--- src/rtl/week6_ex1_rr_arbiter.sv ---
// rtl/week6_ex1_rr_arbiter.sv - four-requester round-robin arbiter with held grants; optional forced release under RR_ARB_TIMEOUT_EN
module week6_ex1_rr_arbiter #(
  parameter int MAX_HOLD = 8
) (
  input  logic       clk,
  input  logic       rst_n,
  input  logic [3:0] req,
  output logic [3:0] gnt,
  output logic [1:0] gnt_idx,
  output logic       gnt_valid,
  output logic       timeout
);

  typedef enum logic {
    IDLE  = 1'b0,
    GRANT = 1'b1
  } state_t;

  // Reject out-of-range hold limits at elaboration so the 8-bit counter compare stays exact
  if (MAX_HOLD < 2 || MAX_HOLD > 255) begin : g_bad_max_hold
    $error("MAX_HOLD must be in 2..255");
  end

  state_t     state_q, state_d;
  logic [3:0] gnt_q, gnt_d;
  logic [1:0] ptr_q, ptr_d;
  logic [1:0] holder_next;
  logic [3:0] pick_idle;
  logic [3:0] pick_release;

  // First asserted request scanning from p upward with modulo-4 wrap; one-hot or zero
  function automatic logic [3:0] rr_pick(input logic [3:0] r, input logic [1:0] p);
    logic [3:0] g;
    logic [1:0] j;
    g = 4'b0000;
    for (int k = 0; k < 4; k++) begin
      j = p + 2'(k);
      if (g == 4'b0000 && r[j]) begin
        g[j] = 1'b1;
      end
    end
    return g;
  endfunction

  // Encode the registered one-hot grant for downstream muxing
  always_comb begin
    gnt_idx = 2'b00;
    case (gnt_q)
      4'b0010: gnt_idx = 2'b01;
      4'b0100: gnt_idx = 2'b10;
      4'b1000: gnt_idx = 2'b11;
      default: gnt_idx = 2'b00;
    endcase
  end

  assign gnt         = gnt_q;
  assign gnt_valid   = |gnt_q;
  assign holder_next = gnt_idx + 2'd1;
  assign pick_idle    = rr_pick(req, ptr_q);
  assign pick_release = rr_pick(req, holder_next);

`ifdef RR_ARB_TIMEOUT_EN

  localparam logic [7:0] HOLD_LAST = 8'(MAX_HOLD - 1);

  logic [7:0] cnt_q, cnt_d;
  logic       timeout_q, timeout_d;
  logic [3:0] pick_forced;

  // A forced release must not hand the grant straight back to the holder it just evicted
  assign pick_forced = rr_pick(req & ~gnt_q, holder_next);
  assign timeout     = timeout_q;

  // Next-state: hold, voluntary release, or forced release after HOLD_LAST counted cycles
  always_comb begin
    state_d   = state_q;
    gnt_d     = gnt_q;
    ptr_d     = ptr_q;
    cnt_d     = cnt_q;
    timeout_d = 1'b0;
    case (state_q)
      IDLE: begin
        if (req != 4'b0000) begin
          gnt_d   = pick_idle;
          cnt_d   = 8'd0;
          state_d = GRANT;
        end
      end
      GRANT: begin
        if ((req & gnt_q) == 4'b0000) begin
          ptr_d = holder_next;
          gnt_d = pick_release;
          cnt_d = 8'd0;
          if (pick_release == 4'b0000) begin
            state_d = IDLE;
          end
        end else if (cnt_q == HOLD_LAST) begin
          ptr_d     = holder_next;
          gnt_d     = pick_forced;
          cnt_d     = 8'd0;
          timeout_d = 1'b1;
          if (pick_forced == 4'b0000) begin
            state_d = IDLE;
          end
        end else begin
          cnt_d = cnt_q + 8'd1;
        end
      end
      default: begin
        state_d = IDLE;
        gnt_d   = 4'b0000;
      end
    endcase
  end

  // State, grant, priority pointer, hold counter and timeout pulse registers
  always_ff @(posedge clk or negedge rst_n) begin
    if (!rst_n) begin
      state_q   <= IDLE;
      gnt_q     <= 4'b0000;
      ptr_q     <= 2'd0;
      cnt_q     <= 8'd0;
      timeout_q <= 1'b0;
    end else begin
      state_q   <= state_d;
      gnt_q     <= gnt_d;
      ptr_q     <= ptr_d;
      cnt_q     <= cnt_d;
      timeout_q <= timeout_d;
    end
  end

`else

  assign timeout = 1'b0;

  // Next-state: a holder keeps the grant until it drops its request
  always_comb begin
    state_d = state_q;
    gnt_d   = gnt_q;
    ptr_d   = ptr_q;
    case (state_q)
      IDLE: begin
        if (req != 4'b0000) begin
          gnt_d   = pick_idle;
          state_d = GRANT;
        end
      end
      GRANT: begin
        if ((req & gnt_q) == 4'b0000) begin
          ptr_d = holder_next;
          gnt_d = pick_release;
          if (pick_release == 4'b0000) begin
            state_d = IDLE;
          end
        end
      end
      default: begin
        state_d = IDLE;
        gnt_d   = 4'b0000;
      end
    endcase
  end

  // State, grant and priority pointer registers
  always_ff @(posedge clk or negedge rst_n) begin
    if (!rst_n) begin
      state_q <= IDLE;
      gnt_q   <= 4'b0000;
      ptr_q   <= 2'd0;
    end else begin
      state_q <= state_d;
      gnt_q   <= gnt_d;
      ptr_q   <= ptr_d;
    end
  end

`endif

endmodule

--- config.mk ---
export PLATFORM = sky130hd
export DESIGN_NAME = week6_ex1_rr_arbiter
export DESIGN_NICKNAME = d
export VERILOG_FILES = /design/src/rtl/week6_ex1_rr_arbiter.sv
export SDC_FILE = /design/constraint.sdc
export NUM_CORES = 1
export LEC_CHECK = 0
export ABC_AREA = 1
export BUFFER_PORTS_ARGS = -buffer_cell sky130_fd_sc_hd__clkbuf_2
export CORE_ASPECT_RATIO = 1.1
export CORE_MARGIN = 4
export CORE_UTILIZATION = 63
export DETAILED_ROUTE_END_ITERATION = 12
export GPL_TIMING_DRIVEN = 0
export PLACE_DENSITY = 0.92
export SETUP_SLACK_MARGIN = 0.4
export SLEW_MARGIN = 15
export SYNTH_ARGS = -nofsm -noshare
export SYNTH_HDL_FRONTEND = slang
export SYNTH_SLANG_ARGS = --single-unit
export TNS_END_PERCENT = 100
--- constraint.sdc ---
create_clock -name clk -period 4.83 [get_ports clk]
set_input_delay 0 -clock clk [delete_from_list [all_inputs] [get_ports clk]]
set_output_delay 0 -clock clk [all_outputs]
set_load 0.01 [all_outputs]
==> run_results.csv <==
group,metric,value,unit
outcome,status,"complete, no violations",
drt,vias,1404,
sta,fin_tns_setup,0,ps
setup_path,ff2ff_setup_slack,1770,ps
cells_and_area,nets,256,
drt,drt_pass1_iterations,5,
synth,synth_area_per_cell,5.91,sq um
placed_design,gp_congestion,0.853,
setup_path,cp_top_family,"simple AND/OR/NAND/NOR gates",
placed_design,hpwl,2310,microns
clock_network,insertion_delay,250,ps
floorplanning,core_area,0.00200,sq mm
synth,ys_seq_elements,7,
drt,avgViaCountPerCell,5.28,
global_route,track_usage,21.7,%
sta,period_share,63.4,%
setup_path,worstSetupPathType,"reg2reg",
setup_path,crit_required,4980,ps
setup_path,path_buf_inv,2,
global_route,grt_start_max_net_pins,13,
clock_network,cts-root-buf,"clkbuf_4",
run,timing.max_cap.violations,0,
setup_path,timing.rr.start,"gnt[2]",
setup_path,cp_data_arrival_time,3210,ps
placed_design,placed_cells,261,
floorplanning,row_count,17,
floorplanning,fp.dieW,51.4,microns
floorplanning,dieArea,0.00287,sq mm
setup_path,r2r-end,"state_q",
cells_and_area,drive_gt1_share,21.0,%
floorplanning,die_y,55.8,microns
setup_path,slowest_stage,"dfrtp_1",
setup_path,reg2reg_depth,21,
sta,rsz0062_at_grt,"false",
global_route,grt_pass1_vias,1281,
drt,wl_per_cell,10.7,microns
global_route,gr-total-overflow,0,
clock_network,cts_resized,0,
cells_and_area,area_growth,10.1,%
sta,period_minus_slack,3060,ps
global_route,antenna_found_initial,0,
drt,drt-initial-drc-count,29,
synth,synth_cell_types,25,
synth,syn_nets,238,
cells_and_area,diodes,0,
clock_network,htreeDepth,1,
clock_network,clk_pin_slew,60,ps
clock_network,cts-buffers-inserted,3,
clock_network,numClockSinks,7,
clock_network,cts_tree,"built",
sta,slew_viol_final,0,
sta,max_clock_freq,327,MHz
drt,postRouteAntennaNets,0,
sta,setup_viol_count_final,0,
sta,skew,4.30,ps
synth,synth.area.top_cells,"nand2_1 15%, dfrtp_1 13%, nand3_1 12%",
drt,route.detailed.drc,0,
synth,netlist_area,0.00131,sq mm
synth,yosys_warnings,0,
drt,routed_wl,2840,microns
placed_design,port_buffers,12,
synth,synth_top_cell_area_share,15.2,%
synth,ys_seq_area_share,13.4,%
synth,synth_top_area_cell,"nand2_1",
floorplanning,ios,14,
hold_path,holdCritPathClass,"in2async",
setup_path,critPathLaunchType,"register",
setup_path,crit_chain,"nor2_1 -> nand2_4 -> nand2_8 -> inv_1 -> ha_1 -> inv_1 -> nand3_2 -> nand2_2 -> o31ai_4 -> nand3_2 -> nand3_1 -> nor2_2 -> nand3_1 -> nand2_1 -> nor2_2 -> nand3_1 -> nand2_1 -> nor2_1 -> nand3_1 -> nand2_1 -> nand2_1",
synth,synth_cells,221,
global_route,grt_pass1_wl,5060,microns
cells_and_area,final_cells,266,
setup_path,crit_path_end_kind,"register",
setup_path,path_max_fanout,12,
setup_path,cpPeakStageDelay,450,ps
clock_network,ctsLongestPathBuffers,2,
sta,hold_viol,0,
floorplanning,initial_core_util,65.3,%
## cell usage in the layout (no fill, tap or decap), drive strengths merged
cell and n:
a31oi 1, a41oi 1, nand3b 2, dlygate4sd3 1, clkbuf 16, conb 1, o21ai 20, dfrtp 7
o31ai 1, nor2 26, a21oi 1, nand4 1, nand2 66, nand3 38, buf 2, ha 11
inv 41, a221oi 1, o22ai 1
## timing repair
action                    4_1_cts  5_1_grt
hold endpoints to repair        7        0
hold buffers                    1        0
buffers inserted                0        0
## worst reg2reg max path: stages (launching register included)
cell and delay, ps:
dfrtp_1 450, nor2_1 260, nand2_4 150, nand2_8 140, inv_1 120, ha_1 380, inv_1 140, nand3_2 100
nand2_2 120, o31ai_4 110, nand3_2 100, nand3_1 80, nor2_2 130, nand3_1 80, nand2_1 100, nor2_2 60
nand3_1 90, nand2_1 60, nor2_1 100, nand3_1 70, nand2_1 60, nand2_1 50
## metrics by stage
stage                     instance area, sq um  hold slack, ps  setup slack [ps]  util [%]
after floorplan                           1310            -296              2090         -
after global placement                    1400            -162              1810      70.1
after detailed placement                  1400            -160              1790      70.1
after CTS                                 1440             129              1780      71.9
after global routing                      1440             135              1460      71.9
final                                     1440             112              1770      71.9
## layout make-up
type	instances	area (sq um)
plain buffers	2	12.5
clock buffers	4	26.3
fillers	193	562
inverters	41	154
multi-input cells	171	965
flip-flops and latches	7	175
well taps	28	35.0
repair buffers	13	70.1
## logic make-up (layout without fill, tap and decap cells)
group           Yosys count  after routing  synth area share [%]
simple gates            133            133                  50.8
buf+inv                  43             60                  12.7
compound gates           26             26                  12.3
fa+ha+maj                11             11                  10.5
flops                     7              7                  13.4
other cells               1              1                 0.287
## sequential cells by signal, summed over array words and instances, names as in the netlist
name and cells:
ptr_q 2, gnt 4, state_q 1
## how the worst max path moves through the flow
| stage | from | endpoint | cells after the start |
|---|---|---|---|
| 3_3_place_gp | gnt[2] | state_q | 21 |
| 4_1_cts | gnt[2] | state_q | 21 |
| 6_report | gnt[2] | state_q | 21 |
| 5_1_grt | gnt[2] | state_q | 22 |
| 2_1_floorplan | gnt[2] | state_q | 21 |
| 3_5_place_dp | gnt[2] | state_q | 21 |
## per-layer routing
layer  vias to the layer above  wire, microns  global-route usage [%]
met5                         -              0                       0
met4                         0             11                    3.00
met3                         2            259                    4.83
met2                        49           1350                    37.3
met1                       619           1230                    27.7
li1                        734              -                       -
## cell usage after synthesis, drive strengths merged
master  instances
o21ai          20
a41oi           1
ha             11
a21oi           1
a221oi          1
nand3          38
o31ai           1
nand3b          2
nand2          66
dfrtp           7
conb            1
nand4           1
inv            41
buf             2
nor2           26
o22ai           1
a31oi           1
Power is left out: the tool's default activity adds up to more than one toggle a clock period on the data nets, which glitch-free logic cannot reach.
